==> src/rtl/txn_fifo_bridge.sv <==
// txn_fifo_bridge: bounded transaction FIFO between a stimulus driver and the
// DUT-facing side. Valid/ready put port, first-word-fall-through get port with
// a registered head, occupancy, flush and sticky overflow status.
// Optional feature macro: TXN_FIFO_STATS_EN enables the 32-bit accepted
// put/get counters; without it put_cnt/get_cnt are tied to zero.
module txn_fifo_bridge #(
    parameter int WIDTH = 32,
    parameter int DEPTH = 8
) (
    input  logic                     clk,
    input  logic                     rst_n,
    input  logic                     flush,
    input  logic                     put_valid,
    input  logic [WIDTH-1:0]         put_data,
    output logic                     put_ready,
    output logic                     get_valid,
    output logic [WIDTH-1:0]         get_data,
    input  logic                     get_ready,
    output logic [$clog2(DEPTH):0]   used,
    output logic                     ovf_sticky,
    output logic [31:0]              put_cnt,
    output logic [31:0]              get_cnt
);

    localparam int CW = $clog2(DEPTH) + 1;
    localparam int AW = $clog2(DEPTH);

    if ((DEPTH < 2) || ((DEPTH & (DEPTH - 1)) != 0)) begin : g_depth_chk
        $error("txn_fifo_bridge: DEPTH must be a power of 2 and >= 2");
    end

    logic [WIDTH-1:0] mem [DEPTH];
    logic [CW-1:0]    wr_cnt;
    logic [CW-1:0]    rd_cnt;
    logic             up;
    logic             full;
    logic             put_fire;
    logic             get_fire;
    logic [AW-1:0]    rd_ptr_next;
    logic             head_from_put;

    // Occupancy is the distance between the free-running write and read
    // counters; one extra bit distinguishes full from empty.
    assign used      = wr_cnt - rd_cnt;
    assign full      = (used == CW'(DEPTH));
    assign put_ready = up && !full && !flush;
    assign get_valid = (used != '0);

    // Flush discards any transfer presented in the same cycle.
    assign put_fire = put_valid && put_ready;
    assign get_fire = get_valid && get_ready && !flush;

    // The head after this edge is the freshly written slot only when that
    // slot is where the read pointer lands (single-entry / empty case).
    assign rd_ptr_next   = rd_cnt[AW-1:0] + AW'(get_fire);
    assign head_from_put = put_fire && (wr_cnt[AW-1:0] == rd_ptr_next);

    // Storage array: payload only, never reset.
    always_ff @(posedge clk) begin
        if (put_fire) begin
            mem[wr_cnt[AW-1:0]] <= put_data;
        end
    end

    // Control state: pointers, ready enable, overflow flag and registered head.
    always_ff @(posedge clk or negedge rst_n) begin
        if (!rst_n) begin
            up         <= 1'b0;
            wr_cnt     <= '0;
            rd_cnt     <= '0;
            ovf_sticky <= 1'b0;
            get_data   <= '0;
        end else begin
            up <= 1'b1;
            if (flush) begin
                wr_cnt     <= '0;
                rd_cnt     <= '0;
                ovf_sticky <= 1'b0;
            end else begin
                wr_cnt   <= wr_cnt + CW'(put_fire);
                rd_cnt   <= rd_cnt + CW'(get_fire);
                get_data <= head_from_put ? put_data : mem[rd_ptr_next];
                if (put_valid && !put_ready) begin
                    ovf_sticky <= 1'b1;
                end
            end
        end
    end

`ifdef TXN_FIFO_STATS_EN
    logic [31:0] put_cnt_q;
    logic [31:0] get_cnt_q;

    // Accepted-transfer statistics, wrapping naturally at 32 bits.
    always_ff @(posedge clk or negedge rst_n) begin
        if (!rst_n) begin
            put_cnt_q <= '0;
            get_cnt_q <= '0;
        end else if (flush) begin
            put_cnt_q <= '0;
            get_cnt_q <= '0;
        end else begin
            put_cnt_q <= put_cnt_q + 32'(put_fire);
            get_cnt_q <= get_cnt_q + 32'(get_fire);
        end
    end

    assign put_cnt = put_cnt_q;
    assign get_cnt = get_cnt_q;
`else
    assign put_cnt = '0;
    assign get_cnt = '0;
`endif

endmodule

==> config.mk <==
export PLATFORM = sky130hd
export DESIGN_NAME = txn_fifo_bridge
export DESIGN_NICKNAME = d
export VERILOG_FILES = /design/src/rtl/txn_fifo_bridge.sv
export SDC_FILE = /design/constraint.sdc
export NUM_CORES = 1
export LEC_CHECK = 0
export BUFFER_PORTS_ARGS = -buffer_cell sky130_fd_sc_hd__buf_2
export CORE_MARGIN = 2
export CORE_UTILIZATION = 25
export CTS_BUF_LIST = sky130_fd_sc_hd__clkbuf_4 sky130_fd_sc_hd__clkbuf_8
export CTS_CLUSTER_DIAMETER = 150
export CTS_CLUSTER_SIZE = 25
export DETAILED_ROUTE_END_ITERATION = 16
export SLEW_MARGIN = 20
export SYNTH_ARGS = -nofsm -noshare
export SYNTH_HDL_FRONTEND = slang
export SYNTH_SLANG_ARGS = --single-unit
==> constraint.sdc <==
create_clock -name clk -period 6.3 [get_ports clk]
set_clock_uncertainty 0.15 [all_clocks]
set_input_delay 0.63 -clock clk [delete_from_list [all_inputs] [get_ports clk]]
set_output_delay 0.63 -clock clk [all_outputs]
set_load 0.05 [all_outputs]
==> Word-level counts from Yosys, hierarchy flattened <==
Memory sizes are Yosys's and may differ from the RTL's. A register that Yosys moved wholly into a read port is not among the register bits.
Cells that the tools add are included.
{ "word_totals": {"reg_bits": 10, "ramBits": 256, "in_bits": 37, "out_inout_bits": 103, "elab_cells": 29, "n_memories": 1} }
{ "memory_table": {"columns": ["name", "depth", "width", "read_ports", "rd_ports_with_merged_regs", "write_ports", "line_no", "text"], "rows": [
  ["mem", 8, 32, 1, 1, 1, "32", "logic [WIDTH-1:0] mem [DEPTH];"]
]} }
{ "op_classes": {"n_addsub": 4, "eq_ne": 1, "mux": 6, "n_reduce_logical": 13} }
{ "op_table": {"columns": ["op", "n"], "rows": [
  ["$add 4x1->4", 2],
  ["$mux 4", 2],
  ["$logic_and 1x1->1", 6],
  ["$logic_not 1->1", 5],
  ["$eq 4x4->1 const B", 1],
  ["$mux 1", 4],
  ["$reduce_bool 4->1", 1],
  ["$sub 4x4->4", 1],
  ["$add 3x1->3", 1],
  ["$reduce_bool 2->1", 1]
]} }

==> Logic depth before layout (Yosys ltp) <==
Gate-level depths: netlist of the first run.
{ "logic_depth": {"depth_word": 9, "ltp_mapped": 18, "mapped_depth_nobuf": 15} }

==> Worst setup path after synthesis of the first run <==
Ideal clock, no wire load.
{ "synth_path": {"path_kind": "register to register", "start": "register wr_cnt[0]", "end": "memory mem[2][0] (enable)", "setup_time_ns": 0.513, "arrival_time_ns": 5.949, "t_required_ns": 5.637, "slack_ns": -0.313, "path_stages_with_launch": 11, "path_buffers": 2, "synth_period_minus_slack_ns": 6.613, "cell_sequence": "dfrtp_1 > clkbuf_1 > inv_1 > ha_1 > inv_1 > fa_1 > xor2_1 > or3_4 > o31ai_4 > buf_2 > nor4b_1"} }
{ "synth_between": {"elab_chain_cells": 8} }
{ "synth_rtl": {"columns": ["element", "line_no", "text"], "rows": [
  ["from (decl)", "33", "logic [CW-1:0] wr_cnt;"],
  ["from (signal assigned)", "80", "wr_cnt <= wr_cnt + CW'(put_fire);"],
  ["$sub 4x4->4", "44", "assign used = wr_cnt - rd_cnt;"],
  ["net used[2]", "19", "output logic [$clog2(DEPTH):0] used,"],
  ["$eq 4x4->1", "45", "assign full = (used == CW'(DEPTH));"],
  ["$logic_not 1->1", "46", "assign put_ready = up && !full && !flush;"],
  ["$logic_and 1x1->1 (2 in a row)", "46", null],
  ["$logic_and 1x1->1", "50", "assign put_fire = put_valid && put_ready;"],
  ["$mux 1", "60", "if (put_fire) begin"],
  ["$mux 1 (implied by the code)", "61", "mem[wr_cnt[AW-1:0]] <= put_data;"],
  ["to (decl)", "32", null]
]} }
The timed path passes the listed nets, and every way through them passes these cells.

==> Final worst setup path of the first run <==
{ "layout_path": {"start": "register wr_cnt[0]", "end": "register get_data[26] (read register of mem)"} }
{ "layout_between": {"elab_chain_cells": 5} }
{ "layout_rtl": {"columns": ["element", "line_no", "text"], "rows": [
  ["$sub 4x4->4", "44", null],
  ["$reduce_bool 4->1", "47", "assign get_valid = (used != '0);"],
  ["$logic_and 1x1->1 (2 in a row)", "51", "assign get_fire = get_valid && get_ready && !flush;"],
  ["$add 3x1->3", "55", "assign rd_ptr_next = rd_cnt[AW-1:0] + AW'(get_fire);"],
  ["to (decl)", "17", "output logic [WIDTH-1:0] get_data,"]
]} }
Every way passes these cells.
A chain may end at the register's enable or synchronous reset.

==> results of run 1 <==
## state kept, by name, summed over array words and instances, names as in the netlist
signal / count
get_data: 32
mem: 256
ovf_sticky: 1
wr_cnt: 4
up: 1
rd_cnt: 4
## Yosys cell counts (all sizes together)
| cell type | n | area share (%) |
|---|---|---|
| a21oi | 3 | 0.12 |
| a221oi | 32 | 3.6 |
| and3 | 2 | 0.10 |
| and3b | 2 | 0.14 |
| buf | 89 | 5.0 |
| clkbuf | 20 | 0.60 |
| conb | 2 | 0.060 |
| dfrtp | 42 | 8.4 |
| edfxtp | 256 | 62 |
| fa | 1 | 0.16 |
| ha | 7 | 0.70 |
| inv | 7 | 0.21 |
| mux4 | 64 | 12 |
| nand2 | 34 | 1.0 |
| nand3 | 3 | 0.12 |
| nand3b | 1 | 0.060 |
| nor2 | 6 | 0.18 |
| nor2b | 37 | 1.9 |
| nor3 | 35 | 1.4 |
| nor3b | 1 | 0.060 |
| nor4 | 2 | 0.10 |
| nor4b | 1 | 0.070 |
| o21bai | 1 | 0.060 |
| o31ai | 34 | 2.2 |
| or2 | 1 | 0.050 |
| or3 | 1 | 0.090 |
| xnor2 | 4 | 0.28 |
| xor2 | 5 | 0.35 |
## final timing paths
kind | slack (ns) | to | cells past startpoint | from
setup / recovery | 1.45 | get_data[26] | 15 | wr_cnt[0]
hold / removal | 0.07 | get_data[1] | 2 | rst_n
setup reg to reg | 1.45 | get_data[26] | 15 | wr_cnt[0]
max in group asynchronous | 5.45 | get_data[5] | 2 | rst_n
hold reg to reg | 0.35 | get_data[0] | 2 | get_data[0]
min in group clk | 0.19 | ovf_sticky | 3 | put_valid
## cells in the final DEF, fill, tap and decap left out, types with 2 or more instances in the layout
master / instances
sky130_fd_sc_hd__a21oi_1: 3
sky130_fd_sc_hd__a221oi_1: 4
sky130_fd_sc_hd__a221oi_2: 28
sky130_fd_sc_hd__and3b_1: 2
sky130_fd_sc_hd__buf_2: 75
sky130_fd_sc_hd__buf_4: 18
sky130_fd_sc_hd__clkbuf_4: 9
sky130_fd_sc_hd__clkbuf_8: 16
sky130_fd_sc_hd__conb_1: 65
sky130_fd_sc_hd__dfrtp_1: 42
sky130_fd_sc_hd__edfxtp_1: 256
sky130_fd_sc_hd__ha_1: 5
sky130_fd_sc_hd__inv_1: 6
sky130_fd_sc_hd__mux4_2: 64
sky130_fd_sc_hd__nand2_1: 34
sky130_fd_sc_hd__nand3_1: 3
sky130_fd_sc_hd__nor2_1: 5
sky130_fd_sc_hd__nor2b_1: 37
sky130_fd_sc_hd__nor3_1: 32
sky130_fd_sc_hd__nor3_2: 3
sky130_fd_sc_hd__nor4_2: 2
sky130_fd_sc_hd__o31ai_1: 33
sky130_fd_sc_hd__xnor2_1: 4
sky130_fd_sc_hd__xor2_1: 4
## kinds of logic after synthesis
family | count (synthesis) | share of synthesized area, %
simple gates | 126 | 5.25
mux | 64 | 11.5
buf+inv | 116 | 5.79
other cells | 2 | 0.0601
xor+xnor | 9 | 0.631
flops | 298 | 69.9
compound gates | 70 | 5.98
fa+ha+maj | 8 | 0.861
## layer usage
metal  wire length (microns)  part of all wire [%]  GRT usage (%)  vias to the layer above
met5                      44                  0.16              0                        -
met4                     371                   1.3           1.92                        6
met3                    2160                   7.7           2.58                       33
met2                   13300                    47           18.3                      222
met1                   12300                    44           14.7                     3190
li1                        -                     -              -                     2725
## cell type report
cell class	instances	area share, %
inverter	7	0.191
antenna	1	0.0182
timing repair buffer	94	3.85
clock buffer	25	2.09
tap	664	6.03
multi-input combinational	342	24.4
sequential	298	63.4
## power by group through the flow
stage | registers (mW) | clock network, mW | logic, mW
floorplan | 2.48 | 0 | 0.792
global placement | 2.29 | 0 | 1.26
detailed placement | 2.29 | 0 | 1.27
CTS | 2.25 | 0.876 | 1.27
global route | 2.26 | 0.942 | 1.34
finish | 2.25 | 0.844 | 1.24
==> insert_results.sql, run 1 <==
INSERT INTO impl_metrics (metric_group, metric, value, unit) VALUES
('logic_synthesis', 'netlist-cell-type-count', '34', ''),
('timing', 'worst-slew-pin-transition', '1.01', 'ns'),
('logic_synthesis', 'yosys_register_bits', '298', ''),
('place', 'placed_cells_incl_taps', '1405', ''),
('cells_and_area', 'fillerInstances', '4863', ''),
('cts', 'clk_path_buf_depth', '3', ''),
('cts', 'cts.repair.resized', '0', ''),
('outcome', 'outcome', 'completed', ''),
('routing', 'post_detailed_route_wirelength_per_cell', '19.7', 'microns'),
('worst_setup_path', 'timing.critical_path.cells', 'inv_1 -> ha_1 -> inv_1 -> fa_1 -> or3_4 -> o21bai_1 -> and3b_1 -> ha_4 -> ha_2 -> xor2_4 -> xnor2_1 -> and3_2 -> buf_4 -> a221oi_2 -> o31ai_1', ''),
('timing', 'finalCriticalPeriod', '4.85', 'ns'),
('timing', 'setup-violations-final', '0', ''),
('routing', 'wl', '28.2', 'mm'),
('routing', 'num_vias', '6176', ''),
('timing', 'timing.final.max_slew_violations', '0', ''),
('power', 'power.share.clock', '19.5', '%'),
('cts', 'clock-sinks', '298', ''),
('cells_and_area', 'nets', '803', ''),
('worst_setup_path', 'setup.worst_path.class', 'flop to flop', ''),
('cts', 'buffer_type_at_the_clock_tree_root', 'sky130_fd_sc_hd__clkbuf_8', ''),
('grt', 'grt_max_degree', '75', ''),
('routing', 'detail_route.drc_violations', '0', ''),
('worst_setup_path', 'number_of_buffer_and_inverter_stages_on_the_critical_path', '3', ''),
('timing', 'grt_setup_unrepaired', 'false', ''),
('power', 'p_comb_share', '28.6', '%'),
('timing', 'fin_tns_setup', '0', 'ns'),
('power', 'sequentialPowerShare', '51.9', '%'),
('cells_and_area', 'area_delta_synth_final', '10.3', '%'),
('logic_synthesis', 'yosysWarningCount', '0', ''),
('logic_synthesis', 'syn-instance-count', '693', ''),
('cts', 'worstSkewPairLatency', '0.54', 'ns'),
('timing', 'final_hold_viol_count', '0', ''),
('floorplanning', 'die-height', '228', 'microns'),
('logic_synthesis', 'syn-cell-area', '0.0125', 'sq mm'),
('cells_and_area', 'storage_cell_area', '0.00874', 'sq mm'),
('run', 'drv.max_cap_violation_count', '0', ''),
('worst_setup_path', 'slowest_stage', 'sky130_fd_sc_hd__and3_2', ''),
('logic_synthesis', 'part_of_the_yosys_area_used_for_sequential_elements', '69.9', '%'),
('power', 'net-switching-power', '1.41', 'mW'),
('logic_synthesis', 'mapped_avg_cell_area', '18.0', 'sq um'),
('cts', 'cts_buffers', '15', ''),
('timing', 'hold_slack', '0.0722', 'ns'),
('timing', 'relSlewSlack', '32.4', '%'),
('cts', 'post_cts_buffers', '0', ''),
('cells_and_area', 'multi_input_area', '0.00336', 'sq mm'),
('cells_and_area', 'post_route_cells_drive_above_1_share', '29.6', '%'),
('worst_setup_path', 'worstPathMaxFanout', '22', ''),
('cells_and_area', 'final_core_utilization', '28.0', '%'),
('power', 'power_per_cell_area', '315', 'mW/mm^2'),
('worst_setup_path', 'cpPeakStageDelay', '0.77', 'ns'),
('cts', 'ctsHoldBuffers', '0', ''),
('worst_setup_path', 'critPathMostFrequentCell', 'sky130_fd_sc_hd__inv_1', ''),
('worst_setup_path', 'critPathRequiredTime', '6.59', 'ns'),
('grt', 'grt_first_pass_wirelength', '42.1', 'mm'),
('power', 'design_power_total', '4.33', 'mW'),
('grt', 'grt.overflow.total', '0', ''),
('floorplanning', 'count_of_pins_on_the_block_boundary', '140', ''),
('worst_setup_path', 'cp-end-kind', 'flop', ''),
('place', 'port_buffers', '75', ''),
('worst_setup_path', 'critical_path_arrival', '5.13', 'ns'),
('power', 'ir_worst_vdd', '0.179', 'mV'),
('routing', 'detail_route.first_pass.iterations', '5', ''),
('cts', 'clk_pin_slew_worst_paths', '0.16', 'ns'),
('grt', 'grt_antenna_before_repair', '5', ''),
('timing', 'timing.fmax', '206', 'MHz'),
('cells_and_area', 'final_cell_count_no_fill', '1431', ''),
('power', 'netSwitchingFraction', '32.5', '%'),
('power', 'p_leak', '4.54', 'nW'),
('routing', 'drt_first_iter_violations', '518', ''),
('routing', 'vias_cell', '4.32', ''),
('routing', 'antenna_violating_nets_post_route', '0', '');
(Power assumes the default switching activity.)
==> run 2, diff against run 1 <==
- ABC_AREA: unset -> 1
- clock period: 6.3 -> 4.2 ns (I/O delays scaled with it)
==> run 2 against run 1 <==
Net effect:
- final cell count grew 27%
- combinational power grew 66%
- critical endpoint is now get_data[0]
- final area grew 3.1%
- total power grew 56%
- global-route usage grew 1.4 points
- fmax grew 26%
- wire length grew 18%
- count of clock-buffer cells in the layout is the same
- critical path type unchanged
- sequential power grew 52%
- synthesized area grew 1.8%
- flip-flop and latch count is the same
- sequential share of layout area shrank 1.9 points
==> insert_results.sql, run 2 <==
INSERT INTO impl_metrics (metric_group, metric, value, unit) VALUES
('cts', 'tritoncts', 'done', ''),
('power', 'ir_worst_vdd', '0.282', 'mV'),
('worst_setup_path', 'number_of_buffer_and_inverter_stages_on_the_critical_path', '6', ''),
('cells_and_area', 'post_route_cells_drive_above_1_share', '13.1', '%'),
('cts', 'clk_path_buf_depth', '3', ''),
('cts', 'clock-sinks', '298', ''),
('timing', 'final_critical_path_setup_slack', '0.361', 'ns'),
('logic_synthesis', 'mapped_avg_cell_area', '11.9', 'sq um'),
('timing', 'grt_setup_unrepaired', 'false', ''),
('cells_and_area', 'fillerInstances', '5137', ''),
('cts', 'buffer_type_at_the_clock_tree_root', 'sky130_fd_sc_hd__clkbuf_8', ''),
('worst_setup_path', 'slowest_stage', 'sky130_fd_sc_hd__fa_1', ''),
('cts', 'clk_pin_slew_worst_paths', '0.15', 'ns'),
('timing', 'worst-slew-pin-transition', '0.967', 'ns'),
('timing', 'relSlewSlack', '35.4', '%'),
('routing', 'post_detailed_route_wirelength_per_cell', '18.3', 'microns'),
('logic_synthesis', 'netlist-cell-type-count', '34', ''),
('floorplanning', 'die-height', '230', 'microns'),
('power', 'design_power_total', '6.76', 'mW'),
('grt', 'grt_util_all_layers', '12.3', '%'),
('timing', 'setup-violations-final', '0', ''),
('routing', 'detail_route.first_pass.iterations', '5', ''),
('floorplanning', 'start_util', '25.4', '%'),
('worst_setup_path', 'worstPathMaxFanout', '11', ''),
('timing', 'finalCritPeriodShare', '91.4', '%'),
('power', 'power_per_cell_area', '475', 'mW/mm^2'),
('logic_synthesis', 'synth.top_cells.by_area', 'sky130_fd_sc_hd__edfxtp_1 60%, sky130_fd_sc_hd__dfrtp_1 8.3%, sky130_fd_sc_hd__o21ai_0 5.7%', ''),
('floorplanning', 'number_of_placement_rows', '82', ''),
('routing', 'vias_cell', '4.58', ''),
('place', 'post_dp_cell_area', '0.0137', 'sq mm'),
('cts', 'worstSkewPairLatency', '0.54', 'ns'),
('logic_synthesis', 'synthTopCellsByCount', '256 x sky130_fd_sc_hd__edfxtp_1, 149 x sky130_fd_sc_hd__nor2_1, 145 x sky130_fd_sc_hd__o21ai_0', ''),
('logic_synthesis', 'synth.most_common_cell', 'sky130_fd_sc_hd__edfxtp_1', ''),
('cells_and_area', 'diodes', '0', ''),
('logic_synthesis', 'syn-instance-count', '1070', ''),
('floorplanning', 'count_of_pins_on_the_block_boundary', '140', ''),
('worst_setup_path', 'critPathRequiredTime', '4.50', 'ns'),
('worst_setup_path', 'worst-r2r-setup-slack', '0.36', 'ns'),
('routing', 'wl', '33.3', 'mm'),
('logic_synthesis', 'postSynth.topFlopCell', 'sky130_fd_sc_hd__edfxtp_1', ''),
('cts', 'cts_buffers', '15', ''),
('worst_setup_path', 'timing.critical_path.cells', 'inv_2 -> ha_1 -> inv_1 -> fa_1 -> or2_0 -> nor2_1 -> nand2_1 -> nand3_1 -> inv_1 -> ha_4 -> ha_1 -> inv_1 -> nand2_1 -> nand4_1 -> a21oi_2 -> o21ai_2 -> inv_4 -> buf_4 -> nand3_1 -> nand3_1 -> nand2_1', ''),
('worst_setup_path', 'timing.critical_path.from', 'wr_cnt[0]', ''),
('worst_setup_path', 'worstSetupStartpointType', 'flop', ''),
('routing', 'detail_route.drc_violations', '0', ''),
('timing', 'fin_tns_setup', '0', 'ns'),
('worst_setup_path', 'critical_path_arrival', '4.14', 'ns'),
('grt', 'groute.layer.met1.usage', '17.6', '%'),
('run', 'drv.max_cap_violation_count', '0', ''),
('floorplanning', 'die_width', '230', 'microns'),
('cells_and_area', 'layout.cell_area.non_filler', '0.0142', 'sq mm'),
('cts', 'cts_max_level', '1', ''),
('cells_and_area', 'area_delta_synth_final', '11.7', '%'),
('routing', 'drt_first_iter_violations', '990', ''),
('worst_setup_path', 'r2r-start', 'wr_cnt[0]', ''),
('floorplanning', 'floorplan.die_area', '0.0527', 'sq mm'),
('cells_and_area', 'largest_register_ffs', '256', ''),
('logic_synthesis', 'synth_top_area_share', '60.4', '%'),
('worst_setup_path', 'setup.worst_path.class', 'flop to flop', ''),
('place', 'pre_cts_slack', '0.149', 'ns'),
('power', 'p_leak', '5.13', 'nW'),
('cells_and_area', 'final_cell_mix', '256 x sky130_fd_sc_hd__edfxtp_1, 145 x sky130_fd_sc_hd__o21ai_0, 141 x sky130_fd_sc_hd__nor2_1', ''),
('worst_setup_path', 'timing.critical_path.max_delay_family', 'adder cells', ''),
('timing', 'finalCriticalPeriod', '3.84', 'ns'),
('logic_synthesis', 'part_of_the_yosys_area_used_for_sequential_elements', '68.7', '%'),
('place', 'place_congestion', '0.719', ''),
('worst_hold_path', 'worst_hold_path_type', 'primary input to flop', ''),
('logic_synthesis', 'synth_enable_flop_cells', '256', ''),
('grt', 'grt_first_pass_wirelength', '49.9', 'mm'),
('grt', 'grt_antenna_before_repair', '3', ''),
('worst_setup_path', 'cpPeakStageDelay', '0.44', 'ns'),
('place', 'port_buffers', '75', ''),
('grt', 'gr-usage-met2', '19.9', '%'),
('routing', 'antenna_violating_nets_post_route', '0', ''),
('place', 'dp_hpwl', '17.6', 'mm'),
('logic_synthesis', 'synth_top_cell_by_area', 'sky130_fd_sc_hd__edfxtp_1', ''),
('worst_hold_path', 'hold_path_startpoint', 'put_data[1]', ''),
('timing', 'timing.final.max_slew_violations', '0', ''),
('timing', 'hold_slack', '0.0137', 'ns'),
('grt', 'grt_max_degree', '130', ''),
('logic_synthesis', 'syn-cell-area', '0.0127', 'sq mm'),
('cells_and_area', 'nets', '1182', ''),
('grt', 'top_usage_layer', 'met2', ''),
('logic_synthesis', 'yosys_register_bits', '298', ''),
('cells_and_area', 'mostFrequentLayoutCell', 'sky130_fd_sc_hd__edfxtp_1', ''),
('worst_setup_path', 'cp-end-kind', 'flop', ''),
('logic_synthesis', 'yosysWarningCount', '0', ''),
('routing', 'num_vias', '8315', ''),
('timing', 'final_hold_viol_count', '0', ''),
('timing', 'timing.fmax', '261', 'MHz'),
('logic_synthesis', 'synthArstFlopShare', '14.1', '%'),
('grt', 'groute.layer.met3.usage', '1.79', '%'),
('outcome', 'outcome', 'completed', ''),
('grt', 'grt_pass1_vias', '7921', ''),
('grt', 'grt.overflow.total', '0', ''),
('floorplanning', 'core', '0.0502', 'sq mm');
## run 2: changes by cell type after synthesis, sizes merged, moves of 46 or more
cell    delta
o221ai    +51
nand3     +66
inv       +46
nor2     +144
mux4      -64
o21ai    +175
nand2     +72
## run 2: routing by layer
metal  part of all wire [%]  routed length, microns  vias to the layer above
li1                       -                       -                     3804
met1                     44                   14700                     4067
met2                     46                   15400                      395
met3                    8.1                    2690                       45
met4                    1.5                     493                        4
met5                  0.069                      23                        -
## run 2: final timing paths
check | endpoint | cells after the start
max in group asynchronous | get_data[15] | 3
max | get_data[0] | 21
min in group asynchronous | rd_cnt[3] | 2
min | mem[3][1] | 1
max reg2reg | get_data[0] | 21
min reg2reg | get_data[0] | 2
## run 2: metrics by stage
| stage | std cells | util (%) |
|---|---|---|
| after detailed placement | 1770 | 27.3 |
| after global placement | 1770 | 27.3 |
| after CTS | 1816 | 28.3 |
| after floorplan | 1133 | - |
| final | 1817 | 28.3 |
| after global routing | 1817 | 28.3 |
## run 2: cell families after synthesis
kind of cell               share of synthesized area (%)
AOI/OAI and AO/OA                                   11.2
xor gates and xnor gates                           0.275
adders and majority gates                          0.845
buffers and inverters                               7.88
DFF                                                 68.7
other                                             0.0590
and+or+nand+nor                                     11.1
## run 2: cell type report
cell class                 count  area [sq um]  area share [%]
multi-input combinational    650          3300            23.2
inverter                      53           205            1.44
timing repair buffer         119           845            5.94
sequential                   298          8740            61.5
tap                          672           841            5.92
clock buffer                  25           288            2.02
## run 2: what timing repair did
action | CTS | global route
gates resized for setup | 0 | 8
hold endpoints to repair | 132 | 0
setup buffers | 0 | 1
endpoints found under the setup margin | 0 | 32
hold buffers | 21 | 0
## run 2: where the power goes
group	total, mW	switching (mW)	internal, mW
clock	1.28	0.841	0.440
combinational	2.06	1.58	0.476
sequential	3.42	0.0885	3.33
total	6.76	2.51	4.25
